**src/rtl/data_line_fill_pkg.sv**
```systemverilog
// Shared definitions for the critical-word-first line fill engine.
// Latency: n/a (types and constants only).
// Backpressure: n/a.
package data_line_fill_pkg;

    // Geometry of a 64-byte line made of 32-bit words
    localparam int LINE_WORDS = 16;
    localparam int WORD_IDX_W = 4;
    localparam int BEAT_W     = WORD_IDX_W + 1;

    // Line address slices: tag | set index | byte offset
    localparam int TAG_MSB    = 31;
    localparam int TAG_LSB    = 13;
    localparam int INDEX_MSB  = 12;
    localparam int INDEX_LSB  = 6;
    localparam int OFFSET_MSB = 5;
    localparam int OFFSET_LSB = 0;

    // Word select lives in the offset above the byte lanes
    localparam int WORD_MSB    = OFFSET_MSB;
    localparam int WORD_LSB    = OFFSET_LSB + 2;
    localparam int LINE_BASE_W = TAG_MSB - INDEX_LSB + 1;

    typedef enum logic [2:0] {
        FILL_IDLE  = 3'd0,
        FILL_ISSUE = 3'd1,
        FILL_WAIT  = 3'd2,
        FILL_DONE  = 3'd3,
        FILL_ERROR = 3'd4
    } fill_state_e;

endpackage

```
**src/rtl/data_line_fill_timeout.sv**
```systemverilog
// Per-beat watchdog: counts cycles spent waiting for one memory beat.
// Latency: expired is combinational from the registered count.
// Backpressure: none; load restarts the count, enable advances it.
module fill_timeout_counter #(
    parameter int TimeoutCycles = 255
) (
    input  logic clk,
    input  logic rst_n,
    input  logic load,
    input  logic enable,
    output logic expired
);

    logic [7:0] count_q;
    logic [7:0] count_d;

    // Restart on load, otherwise count waiting cycles and hold at all-ones
    always_comb begin
        count_d = count_q;
        if (load) begin
            count_d = 8'd0;
        end else if (enable && (count_q != 8'hFF)) begin
            count_d = count_q + 8'd1;
        end
    end

    // Count register
    always_ff @(posedge clk or negedge rst_n) begin
        if (!rst_n) begin
            count_q <= 8'd0;
        end else begin
            count_q <= count_d;
        end
    end

    // The beat gets TimeoutCycles waiting cycles; the next one gives up
    assign expired = enable && (count_q == 8'(TimeoutCycles));

endmodule

```
**src/rtl/data_line_fill.sv**
```systemverilog
// Cache line fill: fetches LineWords words critical-word-first, one read outstanding.
// Latency: 2 cycles per beat with a 1-cycle memory, 2*LineWords+2 cycles request to done.
// Backpressure: request held until MemValid/MemError; aborts on error or beat timeout.
module data_line_fill
    import data_line_fill_pkg::*;
#(
    parameter int LineWords     = LINE_WORDS,
    parameter int TimeoutCycles = 255
) (
    input  logic        clk,
    input  logic        rst_n,
    input  logic        fill_request,
    input  logic [31:0] fill_address,
    output logic        fill_busy,
    output logic        fill_word_valid,
    output logic [3:0]  fill_word_index,
    output logic [31:0] fill_word_data,
    output logic        fill_critical,
    output logic        fill_done,
    output logic        fill_error,
    output logic        mem_request,
    output logic [31:0] mem_address,
    input  logic        mem_valid,
    input  logic [31:0] mem_data,
    input  logic        mem_error
);

    localparam logic [2:0] ST_IDLE  = FILL_IDLE;
    localparam logic [2:0] ST_ISSUE = FILL_ISSUE;
    localparam logic [2:0] ST_WAIT  = FILL_WAIT;
    localparam logic [2:0] ST_DONE  = FILL_DONE;
    localparam logic [2:0] ST_ERROR = FILL_ERROR;

    logic [2:0]             state_q,     state_d;
    logic [LINE_BASE_W-1:0] line_base_q, line_base_d;
    logic [WORD_IDX_W-1:0]  start_word_q, start_word_d;
    logic [BEAT_W-1:0]      beat_q,      beat_d;

    logic                   in_issue;
    logic                   in_wait;
    logic                   timeout_expired;
    logic                   beat_ok;
    logic                   beat_bad;
    logic                   last_beat;
    logic [WORD_IDX_W-1:0]  word_idx;

    // Byte-lane bits of the miss address carry no meaning for a line fill
    logic unused_addr_bits;
    assign unused_addr_bits = ^fill_address[WORD_LSB-1:OFFSET_LSB];

    assign in_issue  = (state_q == ST_ISSUE);
    assign in_wait   = (state_q == ST_WAIT);
    // 4-bit add wraps 15 -> 0, giving critical-word-first order
    assign word_idx  = start_word_q + beat_q[WORD_IDX_W-1:0];
    assign last_beat = (beat_q == BEAT_W'(LineWords - 1));
    // Error and timeout both win over a same-cycle data beat
    assign beat_bad  = in_wait && (mem_error || timeout_expired);
    assign beat_ok   = in_wait && mem_valid && !mem_error && !timeout_expired;

    fill_timeout_counter #(
        .TimeoutCycles (TimeoutCycles)
    ) u_timeout (
        .clk     (clk),
        .rst_n   (rst_n),
        .load    (in_issue),
        .enable  (in_wait),
        .expired (timeout_expired)
    );

    // Fill sequencing: latch line on request, alternate issue/wait per beat
    always_comb begin
        state_d      = state_q;
        line_base_d  = line_base_q;
        start_word_d = start_word_q;
        beat_d       = beat_q;
        case (state_q)
            ST_IDLE: begin
                if (fill_request) begin
                    line_base_d  = {fill_address[TAG_MSB:TAG_LSB],
                                    fill_address[INDEX_MSB:INDEX_LSB]};
                    start_word_d = fill_address[WORD_MSB:WORD_LSB];
                    beat_d       = '0;
                    state_d      = ST_ISSUE;
                end
            end
            ST_ISSUE: begin
                state_d = ST_WAIT;
            end
            ST_WAIT: begin
                if (beat_bad) begin
                    state_d = ST_ERROR;
                end else if (beat_ok) begin
                    if (last_beat) begin
                        state_d = ST_DONE;
                    end else begin
                        beat_d  = beat_q + BEAT_W'(1);
                        state_d = ST_ISSUE;
                    end
                end
            end
            ST_DONE, ST_ERROR: begin
                state_d = ST_IDLE;
            end
            default: begin
                state_d = ST_IDLE;
            end
        endcase
    end

    // State and fill context registers
    always_ff @(posedge clk or negedge rst_n) begin
        if (!rst_n) begin
            state_q      <= ST_IDLE;
            line_base_q  <= '0;
            start_word_q <= '0;
            beat_q       <= '0;
        end else begin
            state_q      <= state_d;
            line_base_q  <= line_base_d;
            start_word_q <= start_word_d;
            beat_q       <= beat_d;
        end
    end

    // Outputs are decoded from state, so reset drives them all low at once
    assign fill_busy       = (state_q != ST_IDLE);
    assign mem_request     = in_issue || in_wait;
    assign mem_address     = mem_request ? {line_base_q, word_idx, 2'b00} : 32'd0;
    assign fill_word_valid = beat_ok;
    assign fill_word_index = beat_ok ? word_idx : '0;
    assign fill_word_data  = beat_ok ? mem_data : 32'd0;
    assign fill_critical   = beat_ok && (beat_q == '0);
    assign fill_done       = (state_q == ST_DONE);
    assign fill_error      = (state_q == ST_ERROR);

endmodule

```
**config.mk**
```make
export PLATFORM = sky130hd
export DESIGN_NAME = data_line_fill
export DESIGN_NICKNAME = d
export VERILOG_FILES = /design/src/rtl/data_line_fill_pkg.sv /design/src/rtl/data_line_fill_timeout.sv /design/src/rtl/data_line_fill.sv
export SDC_FILE = /design/constraint.sdc
export NUM_CORES = 1
export LEC_CHECK = 0
export CAP_MARGIN = 20
export CORE_MARGIN = 4
export CORE_UTILIZATION = 36
export CTS_BUF_LIST = sky130_fd_sc_hd__clkbuf_8 sky130_fd_sc_hd__clkbuf_16
export DETAILED_ROUTE_END_ITERATION = 10
export HOLD_SLACK_MARGIN = 0.06
export PLACE_DENSITY = 0.77
export SLEW_MARGIN = 5
export SYNTH_ARGS = -nofsm -noshare
export SYNTH_HDL_FRONTEND = slang
export SYNTH_SLANG_ARGS = --single-unit
```
**constraint.sdc**
```tcl
create_clock -name clk -period 1.9 [get_ports clk]
set_input_delay 0.38 -clock clk [delete_from_list [all_inputs] [get_ports clk]]
set_output_delay 0.38 -clock clk [all_outputs]
set_load 0.1 [all_outputs]
```
==> flow_summary.ini <==
[placement]
gp_congestion = 0.899
portBuffers = 138
dp_hpwl_mm = 7.11
dp_cells = 580
dpl-instance-area_um2 = 5360

[outcome]
status = finished, violations left
violations = negative setup slack

[final_layout]
design_area_um2 = 5840
register_area_um2 = 1160
num-fill-cells = 374
final_cells = 606
fin_nets = 583
multiInputGateArea_um2 = 1780
syn2layout_area_growth_pct = 118
drive_above_1_share = 0.460
num_antenna_cells = 0

[clocking]
cts_hold_buf = 0
h-tree-depth = 2
cts_tree = built
insertion_delay_ns = 0.30
cts.root.buffer_cell = clkbuf_8
numCtsBuffers = 5
cts_sinks = 46
cts_buffer_depth = 2
path_clk_slew_ns = 0.09

[floorplanning]
die_x_um = 94.3
initial_core_util = 0.370
ios = 143
die-area_um2 = 8890
rows = 31
die_h_um = 94.3
core_area_um2 = 7250

[logic_synthesis]
seq_area_frac_synth = 0.429
synth_ff_type = dfrtp_1
synth_warnings = 0
synth_seq_cells = 46
ys_top_cells_by_area = dfrtp_1 43%, and2_1 15%, nand2_1 14%, ha_1 3.3%, nor2_1 2.2%
ys_async_sr_fraction = 1.00
syn_inst = 329
synth_top_area_share = 0.429
synth_edf_count = 0
yosys.area.top_type = dfrtp_1
syn_area_um2 = 2680
synthDistinctLibCells = 39
synth_area_per_cell_um2 = 8.15

[setup_path]
slowest_stage = dfrtp_1
cp.buffers_inverters = 2
cp-start-kind = flip-flop
end_kind = output pin
crit_type = reg -> out
critical-path-top-delay-family = flip-flops
crit_chain = ha_4 -> buf_6 -> a21o_1 -> a21oi_2 -> xnor2_2 -> nor2_4 -> buf_12
required_ns = 1.52
cp_max_fo = 2
arrival_ns = 1.88
max_stage_delay_ns = 0.44

[power]
total_power_w = 0.0104
power_switching_share = 0.532
p_leak_nw = 2.68
clockPowerShare = 0.061
p_sw_w = 0.00552
power_density_nw_per_um2 = 1780
pwr-share-comb = 0.781
ir_drop_v = 0.00143
intPower_w = 0.00485
share_seq_of_total_power = 0.158

[timing]
rsz0062_at_grt = true
tns_ns = -18.42
period_minus_slack_ns = 2.26
hold_viol = 0
layout_setup_ws_ns = -0.356
finalSetupViolCount = 73
fmax_mhz = 443
fin_skew_ns = 0.00920
max-slew-margin-rel = 0.629
slew_violations = 0
worst_pin_slew_ns = 0.556
fin_hold_ws_ns = 0.0606
fin_crit_sh = 1.19

[grt]
grt_pass1_wl_mm = 14.5
grt_pass1_vias = 2869
grt_max_degree = 30
grt_usage = 0.207
antenna_found_initial = 0
grt-ovfl-total = 0

[drt]
num_vias = 3061
routedWlPerCell_um = 18.6
drc = 0
drt_wl_total_mm = 11.3
dr.pass1.iters = 4
drtAntennaViolNets = 0
drtIter0Drc = 167
viasPerCell = 5.05

[job]
drv_cap = 0

[min_path]
worstHoldPathType = in -> async
[path summary, 6_finish.rpt]
kind	startpoint	endpoint	slack, ns	cells after the start
worst max-delay path	beat_q[0]$_DFFE_PN0P_	fill_word_index[3]	-0.36	7
worst min-delay path	rst_n	u_timeout.count_q[0]$_DFFE_PN0P_	0.06	1
worst max register to register	beat_q[0]$_DFFE_PN0P_	beat_q[3]$_DFFE_PN0P_	-0.09	8
worst min register to register	line_base_q[11]$_DFFE_PN0P_	line_base_q[11]$_DFFE_PN0P_	0.48	2
max in group asynchronous	rst_n	line_base_q[6]$_DFFE_PN0P_	1.26	2
min in group clk	line_base_q[11]$_DFFE_PN0P_	line_base_q[11]$_DFFE_PN0P_	0.48	2
[final cells by class]
class / instances / area share
repair buffers: 189 / 0.451
multi-input cells: 255 / 0.306
flip-flops and latches: 46 / 0.198
well taps: 99 / 0.0212
clock buffers: 6 / 0.0142
inverters: 9 / 0.00793
clock inverters: 2 / 0.00214
[worst reg2reg max path, stage by stage (launching register included)]
cell     delay, ns
dfrtp_1       0.44
buf_6         0.14
ha_2          0.18
and3_1        0.15
ha_2          0.18
nor2b_2       0.15
o21ai_2       0.11
or4b_1        0.50
nand3_1       0.09
[metrics by stage]
stage	util	setup WS [ns]
floorplan	-	-0.127
global placement	0.740	-0.308
detailed placement	0.740	-0.347
CTS	0.773	-0.341
global route	0.805	-0.435
finish	0.805	-0.356
[sequential cells by signal, summed over array words and instances, names as in the netlist]
register,cells
line_base_q,26
u_timeout.count_q,8
start_word_q,4
beat_q,5
state_q,3
[cells in the final DEF, fill, tap and decap left out, types with 2 or more instances in the layout]
cell / Yosys / final
nand2_1: 103 / 102
buf_12: 0 / 76
clkdlybuf4s50_1: 0 / 65
and2_4: 0 / 63
dfrtp_1: 46 / 42
buf_4: 2 / 33
nor2_1: 16 / 9
buf_6: 0 / 9
nand3_1: 8 / 7
nor2_4: 0 / 6
inv_1: 7 / 6
nand4_1: 6 / 6
clkbuf_8: 0 / 6
mux2i_1: 5 / 5
o211ai_1: 4 / 4
dfrtp_2: 0 / 4
nand2b_1: 3 / 3
ha_2: 0 / 3
clkbuf_16: 0 / 3
xnor2_4: 0 / 2
and3_1: 2 / 2
and4_4: 0 / 2
a211oi_1: 2 / 2
nor3_1: 3 / 2
o21ai_0: 2 / 2
ha_1: 7 / 2
ha_4: 0 / 2
conb_1: 1 / 2
buf_8: 0 / 2
[power by group through the flow]
stage / Sequential [W] / Combinational (W) / Clock [W]
finish: 0.00164 / 0.00809 / 0.000636
global route: 0.00167 / 0.00838 / 0.000691
CTS: 0.00158 / 0.00776 / 0.000643
detailed placement: 0.00159 / 0.00738 / 0
global placement: 0.00156 / 0.00728 / 0
floorplan: 0.00153 / 0.00474 / 0
[synth_stat cells (all sizes together) (3+ instances only)]
| master | instances |
|---|---|
| nand2b | 3 |
| nand2 | 103 |
| and2 | 64 |
| dfrtp | 46 |
| o211ai | 4 |
| nand4 | 6 |
| nor3 | 3 |
| clkbuf | 11 |
| ha | 7 |
| inv | 9 |
| nand3 | 8 |
| buf | 9 |
| o21ai | 4 |
| mux2i | 5 |
| a21oi | 3 |
| xnor2 | 4 |
| nor2 | 16 |
[kinds of logic (layout without fill, tap and decap cells)]
group	count (synthesis)	in the layout	synth area share
AND/OR/NAND/NOR	217	217	0.400
flip-flops	46	46	0.429
buffers and inverters	29	206	0.0467
other	1	2	0.00140
AO/OA/AOI/OAI	18	18	0.0467
XOR/XNOR	4	4	0.0131
adder cells (fa/ha/maj)	8	8	0.0401
multiplexers	6	6	0.0229
[routing by layer]
metal | up-vias | part of all wire | GRT usage | routed length [um]
met5 | - | 0 | 0 | 0
met4 | 0 | 0.022 | 0.0554 | 245
met3 | 21 | 0.085 | 0.0473 | 958
met2 | 158 | 0.53 | 0.374 | 5950
met1 | 1486 | 0.36 | 0.246 | 4100
li1 | 1396 | - | - | -
[what timing repair did]
action                                  in CTS  in global routing
pin swaps                                   22                 30
gates cloned                                 1                  4
endpoints found under the hold margin        0                  0
endpoints found under the setup margin      71                 77
resized for setup                           19                 36
setup buffers                               10                  7
Power figures use the tool's default switching activity.
